[src/rtl/btn_debounce.sv]
// -----------------------------------------------------------------------------
// btn_debounce
//
// Purpose:
//   Synchronises one raw, asynchronous, bouncy push-button pin into the clk
//   domain and debounces it. It produces a clean pressed level,
//   single-cycle press/release/long-press strobes and a wrapping press counter.
//   Downstream logic uses only these outputs and never the raw pin.
//
// Parameters:
//   DEBOUNCE_CYCLES : consecutive stable synchronised cycles needed to accept
//                     a level change (>= 1)
//   LONG_CYCLES     : cycles spent pressed, counted from press_pulse, before
//                     long_pulse fires (>= 1)
//   ACTIVE_HIGH     : 1 -> pin high means pressed, 0 -> pin low means pressed
//
// Ports:
//   clk           in   system clock
//   rst_n         in   asynchronous assert, active-low reset
//   btn_in        in   raw button pin (asynchronous, may bounce)
//   btn_level     out  debounced pressed state (1 = pressed)
//   press_pulse   out  one-cycle strobe on an accepted press
//   release_pulse out  one-cycle strobe on an accepted release
//   long_pulse    out  one-cycle strobe once a press has lasted LONG_CYCLES
//   press_cnt     out  count of accepted presses, wraps 255 -> 0
// -----------------------------------------------------------------------------
module btn_debounce #(
    parameter int DEBOUNCE_CYCLES = 200,
    parameter int LONG_CYCLES     = 100000,
    parameter bit ACTIVE_HIGH     = 1'b1
) (
    input  logic       clk,
    input  logic       rst_n,
    input  logic       btn_in,
    output logic       btn_level,
    output logic       press_pulse,
    output logic       release_pulse,
    output logic       long_pulse,
    output logic [7:0] press_cnt
);

    localparam int CNT_W  = $clog2(DEBOUNCE_CYCLES + 1);
    localparam int HOLD_W = $clog2(LONG_CYCLES + 1);

    localparam logic              PIN_IDLE = ACTIVE_HIGH ? 1'b0 : 1'b1;
    localparam logic [CNT_W-1:0]  DEB_MAX  = CNT_W'(DEBOUNCE_CYCLES);
    localparam logic [HOLD_W-1:0] HOLD_MAX = HOLD_W'(LONG_CYCLES);

    typedef enum logic [1:0] {
        S_RELEASED    = 2'd0,
        S_PRESS_CHK   = 2'd1,
        S_PRESSED     = 2'd2,
        S_RELEASE_CHK = 2'd3
    } state_t;

    // -------------------------------------------------------------------------
    // Input synchroniser. Both flops reset to the idle pin level so that a
    // button held through reset is seen as a fresh press afterwards.
    // -------------------------------------------------------------------------
    logic sync1_q;
    logic sync2_q;
    logic a;

    always_ff @(posedge clk or negedge rst_n) begin
        if (!rst_n) begin
            sync1_q <= PIN_IDLE;
            sync2_q <= PIN_IDLE;
        end else begin
            sync1_q <= btn_in;
            sync2_q <= sync1_q;
        end
    end

    // Normalised pressed indication: 1 means the pin reads "pressed".
    assign a = ACTIVE_HIGH ? sync2_q : ~sync2_q;

    // -------------------------------------------------------------------------
    // Debounce FSM state and counters
    // -------------------------------------------------------------------------
    state_t             state_q,     state_d;
    logic [CNT_W-1:0]   cnt_q,       cnt_d;
    logic [HOLD_W-1:0]  hold_q,      hold_d;
    logic               level_q,     level_d;
    logic               press_q,     press_d;
    logic               release_q,   release_d;
    logic               long_q,      long_d;
    logic [7:0]         press_cnt_q, press_cnt_d;

    logic [CNT_W-1:0]   cnt_inc;
    logic [HOLD_W-1:0]  hold_inc;
    logic               mismatch;
    logic               accept;

    always_ff @(posedge clk or negedge rst_n) begin
        if (!rst_n) begin
            state_q     <= S_RELEASED;
            cnt_q       <= '0;
            hold_q      <= '0;
            level_q     <= 1'b0;
            press_q     <= 1'b0;
            release_q   <= 1'b0;
            long_q      <= 1'b0;
            press_cnt_q <= 8'd0;
        end else begin
            state_q     <= state_d;
            cnt_q       <= cnt_d;
            hold_q      <= hold_d;
            level_q     <= level_d;
            press_q     <= press_d;
            release_q   <= release_d;
            long_q      <= long_d;
            press_cnt_q <= press_cnt_d;
        end
    end

    always_comb begin
        state_d     = state_q;
        cnt_d       = cnt_q;
        hold_d      = hold_q;
        level_d     = level_q;
        press_d     = 1'b0;
        release_d   = 1'b0;
        long_d      = 1'b0;
        press_cnt_d = press_cnt_q;

        // The mismatch counter never exceeds DEB_MAX-1 while a check is in
        // progress, so the increment cannot overflow CNT_W bits.
        cnt_inc  = cnt_q + CNT_W'(1);
        hold_inc = hold_q + HOLD_W'(1);
        mismatch = (a != level_q);
        // Acceptance happens on the edge that would bring the streak to
        // DEBOUNCE_CYCLES; with DEBOUNCE_CYCLES == 1 that is the very first
        // mismatching cycle, straight out of a settled state.
        accept   = mismatch && (cnt_inc == DEB_MAX);

        // Any matching cycle restarts the streak; acceptance also clears it
        // because the accepted level now matches.
        if (!mismatch || accept) begin
            cnt_d = '0;
        end else begin
            cnt_d = cnt_inc;
        end

        unique case (state_q)
            S_RELEASED, S_PRESS_CHK: begin
                if (accept) begin
                    state_d     = S_PRESSED;
                    level_d     = 1'b1;
                    press_d     = 1'b1;
                    press_cnt_d = press_cnt_q + 8'd1;
                    hold_d      = '0;
                end else if (mismatch) begin
                    state_d = S_PRESS_CHK;
                end else begin
                    state_d = S_RELEASED;
                end
            end

            S_PRESSED, S_RELEASE_CHK: begin
                if (accept) begin
                    // Release wins over a coincident long-press strobe.
                    state_d   = S_RELEASED;
                    level_d   = 1'b0;
                    release_d = 1'b1;
                    hold_d    = '0;
                end else begin
                    state_d = mismatch ? S_RELEASE_CHK : S_PRESSED;
                    // Hold timer keeps running through release checks and
                    // saturates, so long_pulse fires at most once per press.
                    if (hold_q != HOLD_MAX) begin
                        hold_d = hold_inc;
                        if (hold_inc == HOLD_MAX) begin
                            long_d = 1'b1;
                        end
                    end
                end
            end

            default: begin
                state_d = S_RELEASED;
            end
        endcase
    end

    assign btn_level     = level_q;
    assign press_pulse   = press_q;
    assign release_pulse = release_q;
    assign long_pulse    = long_q;
    assign press_cnt     = press_cnt_q;

endmodule
[config.mk]
export PLATFORM = sky130hd
export DESIGN_NAME = btn_debounce
export DESIGN_NICKNAME = d
export VERILOG_FILES = /design/src/rtl/btn_debounce.sv
export SDC_FILE = /design/constraint.sdc
export NUM_CORES = 1
export LEC_CHECK = 0
export CAP_MARGIN = 10
export CELL_PAD_IN_SITES_DETAIL_PLACEMENT = 0
export CELL_PAD_IN_SITES_GLOBAL_PLACEMENT = 1
export CORE_ASPECT_RATIO = 1.1
export CORE_UTILIZATION = 40
export CTS_CLUSTER_SIZE = 40
export DETAILED_ROUTE_END_ITERATION = 7
export GPL_TIMING_DRIVEN = 0
export PLACE_DENSITY_LB_ADDON = 0.1
export SLEW_MARGIN = 20
export SYNTH_ARGS = -nofsm -noshare
export SYNTH_HDL_FRONTEND = slang
export SYNTH_SLANG_ARGS = --single-unit
[constraint.sdc]
create_clock -name clk -period 2.2 [get_ports clk]
set_input_delay 0.44 -clock clk [delete_from_list [all_inputs] [get_ports clk]]
set_output_delay 0.44 -clock clk [all_outputs]
set_load 0.005 [all_outputs]
==> impl_metrics.prom <==
# TYPE chip_impl_metric gauge
chip_impl_metric{name="viasPerCell",unit=""} 5.279
chip_impl_metric{name="detail_route.iter0.violations",unit=""} 114
chip_impl_info{name="primary_ff_master_synth",value="sky130_fd_sc_hd__dfrtp_1"} 1
chip_impl_metric{name="die_height",unit="um"} 81.29
chip_impl_metric{name="maxSlewHeadroom",unit="%"} 62.38
chip_impl_metric{name="p_leak",unit="nW"} 1.143
chip_impl_metric{name="floorplan.initialDensity",unit="%"} 42.10
chip_impl_metric{name="drive_above_1_share",unit="%"} 15.73
chip_impl_metric{name="route.detailed.drc",unit=""} 0
chip_impl_metric{name="final_hold_violations",unit=""} 0
chip_impl_metric{name="gp_congestion",unit=""} 0.7542
chip_impl_metric{name="holdBufCountCts",unit=""} 0
chip_impl_metric{name="routed_wirelength",unit="um"} 4816
chip_impl_metric{name="measured_slew_at_the_worst_slew_check_pin",unit="ns"} 0.5601
chip_impl_metric{name="synth.net_count",unit=""} 233
chip_impl_metric{name="critPathArrivalTime",unit="ns"} 2.22
chip_impl_metric{name="die_x",unit="um"} 74.08
chip_impl_metric{name="wl_per_cell",unit="um"} 14.91
chip_impl_metric{name="post-place-ws",unit="ns"} 0.003058
chip_impl_info{name="worstPathCellList",value="ha_2 > nand3_1 > nor4_4 > mux2_2 > o21ai_0 > and4_1"} 1
chip_impl_info{name="critical_path.reg2reg.startpoint",value="hold_q[0]$_DFFE_PN0P_"} 1
chip_impl_info{name="crit_path_end_kind",value="flop"} 1
chip_impl_metric{name="setup_viol",unit=""} 0
chip_impl_metric{name="buffer_ports.inserted",unit=""} 14
chip_impl_metric{name="max-cap-violations",unit=""} 0
chip_impl_metric{name="synth_enable_flop_cells",unit=""} 0
chip_impl_metric{name="clkTransAtPathRegs",unit="ns"} 0.09
chip_impl_metric{name="groute.usage.overall",unit="%"} 18.41
chip_impl_metric{name="syn-mean-instance-area",unit="um^2"} 10.21
chip_impl_metric{name="layout.nets",unit=""} 256
chip_impl_metric{name="critical_path.max_stage_delay",unit="ns"} 0.43
chip_impl_metric{name="antennaDiodeCount",unit=""} 0
chip_impl_metric{name="r2r.worst_path.cells",unit=""} 6
chip_impl_metric{name="antenna_violations_before_repair",unit=""} 0
chip_impl_metric{name="overall_overflow_remaining_after_global_route",unit=""} 0
chip_impl_metric{name="timing.final.crit_period",unit="ns"} 1.984
chip_impl_metric{name="worst_path_required_time",unit="ns"} 2.44
chip_impl_metric{name="fin_hold_ws",unit="ns"} 0.05578
chip_impl_info{name="crit_type",value="reg2reg"} 1
chip_impl_info{name="worst_setup_path_startpoint",value="hold_q[0]$_DFFE_PN0P_"} 1
chip_impl_metric{name="drt_antenna_net_count",unit=""} 0
chip_impl_info{name="run_status",value="complete, no violations"} 1
chip_impl_metric{name="cts_buffers",unit=""} 5
chip_impl_metric{name="skew",unit="ns"} 0.007517
chip_impl_metric{name="h-tree-depth",unit=""} 2
chip_impl_info{name="cts_root_buffer",value="sky130_fd_sc_hd__clkbuf_8"} 1
chip_impl_metric{name="std_cell_rows",unit=""} 28
chip_impl_metric{name="crit_fanout",unit=""} 7
chip_impl_info{name="critical_path.reg2reg.endpoint",value="long_pulse$_DFF_PN0_"} 1
chip_impl_metric{name="fp.coreArea",unit="mm^2"} 0.005430
chip_impl_info{name="netlist.top_cell.by_area",value="sky130_fd_sc_hd__dfrtp_1"} 1
chip_impl_metric{name="async_flop_share",unit="%"} 100.0
chip_impl_metric{name="ys_warn_count",unit=""} 0
chip_impl_metric{name="netlist_instances",unit=""} 224
chip_impl_metric{name="worstSkewPairLatency",unit="ns"} 0.30
chip_impl_info{name="critical_path.endpoint",value="long_pulse$_DFF_PN0_"} 1
chip_impl_metric{name="clock_tree.buffer_depth",unit=""} 2
chip_impl_info{name="rsz0062_at_grt",value="no"} 1
chip_impl_metric{name="rrSetupSlack",unit="ns"} 0.22
chip_impl_metric{name="synth_top_area_share",unit="%"} 43.79
chip_impl_metric{name="irDropWorstVdd",unit="uV"} 269.6
chip_impl_metric{name="area_growth",unit="%"} 16.47
chip_impl_info{name="cts_tree",value="built"} 1
chip_impl_metric{name="slew_violations",unit=""} 0
chip_impl_metric{name="yosysSeqAreaShare",unit="%"} 43.79
chip_impl_metric{name="fp.dieArea",unit="mm^2"} 0.006022
chip_impl_metric{name="grt_first_pass_wirelength",unit="um"} 8349
chip_impl_metric{name="via_count",unit=""} 1705
chip_impl_metric{name="hpwlAfterDp",unit="um"} 3349
chip_impl_metric{name="period_share",unit="%"} 90.17
chip_impl_info{name="hold_path.class",value="in2async"} 1
chip_impl_metric{name="ios",unit=""} 15
chip_impl_info{name="slowest_cell_on_the_critical_path",value="sky130_fd_sc_hd__dfrtp_2"} 1
chip_impl_metric{name="p_per_area",unit="mW/mm^2"} 532.7
chip_impl_metric{name="number_of_synthesized_register_bits",unit=""} 40
chip_impl_metric{name="grt_max_degree",unit=""} 26
chip_impl_metric{name="worst_slack",unit="ns"} 0.2163
chip_impl_metric{name="synth_cell_types",unit=""} 51
chip_impl_metric{name="dr.pass1.iters",unit=""} 4
chip_impl_metric{name="fmax",unit="MHz"} 504.1
chip_impl_metric{name="clock-sinks",unit=""} 40
chip_impl_metric{name="synthesis.area",unit="mm^2"} 0.002286
chip_impl_metric{name="first_global_vias",unit=""} 1695
chip_impl_info{name="yosys-top-cells-area",value="sky130_fd_sc_hd__dfrtp_1, sky130_fd_sc_hd__xor2_1, sky130_fd_sc_hd__nor2_1"} 1
chip_impl_info{name="critPathLaunchType",value="flop"} 1
==> metal layers <==
metal  routed length, um  GRT usage (%)
met3                 140          3.722
met2                2154          28.55
met5                   0              0
met4                  47          4.615
met1                2474          26.07
==> power breakdown <==
part	total [mW]	internal [mW]	switching (mW)
clock	0.630	0.342	0.288
sequential	0.747	0.741	0.00645
combinational	0.0409	0.0145	0.0264
total	1.42	1.10	0.321
==> area by class of cell <==
| class | instances | area (um^2) |
|---|---|---|
| fillers | 527 | 2768 |
| multi-input cells | 167 | 1194 |
| flip-flops and latches | 40 | 1003 |
| repair buffers | 16 | 162.7 |
| well taps | 75 | 93.84 |
| clock buffers | 5 | 68.82 |
| plain buffers | 9 | 63.81 |
| clock inverters | 3 | 46.29 |
| inverters | 8 | 30.03 |
==> placed cells by master (no fill, tap or decap), types with 3 or more instances in the layout <==
cell	Yosys	layout
sky130_fd_sc_hd__and2_1	5	5
sky130_fd_sc_hd__nand3_1	10	10
sky130_fd_sc_hd__nor4_1	4	4
sky130_fd_sc_hd__nand2_1	15	15
sky130_fd_sc_hd__clkbuf_8	0	5
sky130_fd_sc_hd__ha_1	6	5
sky130_fd_sc_hd__or4_1	4	4
sky130_fd_sc_hd__nor2_1	22	22
sky130_fd_sc_hd__inv_1	8	8
sky130_fd_sc_hd__xor2_1	15	15
sky130_fd_sc_hd__dfrtp_1	40	38
sky130_fd_sc_hd__nor3_1	3	3
sky130_fd_sc_hd__o21ai_0	7	7
sky130_fd_sc_hd__o211ai_1	4	4
sky130_fd_sc_hd__a21oi_1	10	10
sky130_fd_sc_hd__buf_6	3	3
sky130_fd_sc_hd__nand4_1	9	9
sky130_fd_sc_hd__xnor2_1	6	6
sky130_fd_sc_hd__clkdlybuf4s50_1	0	13
sky130_fd_sc_hd__or3_1	7	7
sky130_fd_sc_hd__mux2_2	3	3
sky130_fd_sc_hd__buf_2	3	4
==> flip-flops by register name (all words and copies together), names as in the netlist <==
name           flops
long_pulse         1
press_pulse        1
press_cnt          8
btn_level          1
state_q            1
a                  1
sync1_q            1
hold_q            17
release_pulse      1
cnt_q              8
==> logic make-up (layout without fill, tap and decap cells) <==
| group | Yosys count | in the layout | synth area share, % |
|---|---|---|---|
| flops | 40 | 40 | 43.79 |
| fa+ha+maj | 6 | 6 | 3.284 |
| xor+xnor | 22 | 22 | 8.758 |
| buf+inv | 17 | 41 | 4.105 |
| mux | 5 | 5 | 2.518 |
| compound gates | 36 | 36 | 11.11 |
| simple gates | 98 | 98 | 26.44 |
==> Yosys cell counts, types with 6 or more instances <==
master / number
sky130_fd_sc_hd__dfrtp_1: 40
sky130_fd_sc_hd__nor2_1: 22
sky130_fd_sc_hd__nand4_1: 9
sky130_fd_sc_hd__or3_1: 7
sky130_fd_sc_hd__nand2_1: 15
sky130_fd_sc_hd__nand3_1: 10
sky130_fd_sc_hd__inv_1: 8
sky130_fd_sc_hd__xor2_1: 15
sky130_fd_sc_hd__o21ai_0: 7
sky130_fd_sc_hd__ha_1: 6
sky130_fd_sc_hd__xnor2_1: 6
sky130_fd_sc_hd__a21oi_1: 10
==> repair_timing <==
action                     CTS  global route
hold endpoints to repair     0             0
buffers inserted             0             1
gates cloned                 0             0
pin swaps                    0             1
setup endpoints to repair    1             1
resized for setup            1             2
==> stage by stage <==
stage | util [%] | instance area [um^2] | power [mW] | TNS [ns] | std cells
after floorplan | - | 2286 | 0.7776 | 0 | 224
after global placement | 46.41 | 2520 | 0.8003 | -16.36 | 313
after detailed placement | 46.68 | 2535 | 0.8046 | 0 | 314
after CTS | 48.85 | 2653 | 1.447 | 0 | 322
after global routing | 49.03 | 2663 | 1.478 | 0 | 323
final | 49.03 | 2663 | 1.418 | 0 | 323
==> how the worst min path moves through the flow <==
stage / startpoint / endpoint / slack (ns) / depth (start not counted)
after global placement: sync1_q$_DFF_PN0_ / a$_DFF_PN0_ / 0.34 / 0
after global routing: rst_n / cnt_q[3]$_DFF_PN0_ / 0.07 / 1
after floorplan: rst_n / a$_DFF_PN0_ / 0.14 / 0
after CTS: rst_n / cnt_q[3]$_DFF_PN0_ / 0.07 / 1
after detailed placement: sync1_q$_DFF_PN0_ / a$_DFF_PN0_ / 0.33 / 0
final: rst_n / hold_q[9]$_DFFE_PN0P_ / 0.06 / 1
==> critical path: cells and delay by family, from the launching register on <==
family / cells / cell delay, ns
AO/OA/AOI/OAI: 1 / 0.18
adder cells (fa/ha/maj): 1 / 0.27
AND/OR/NAND/NOR: 3 / 0.68
multiplexers: 1 / 0.37
flip-flops: 1 / 0.43
No activity file was read; power rests on OpenSTA's default activity.
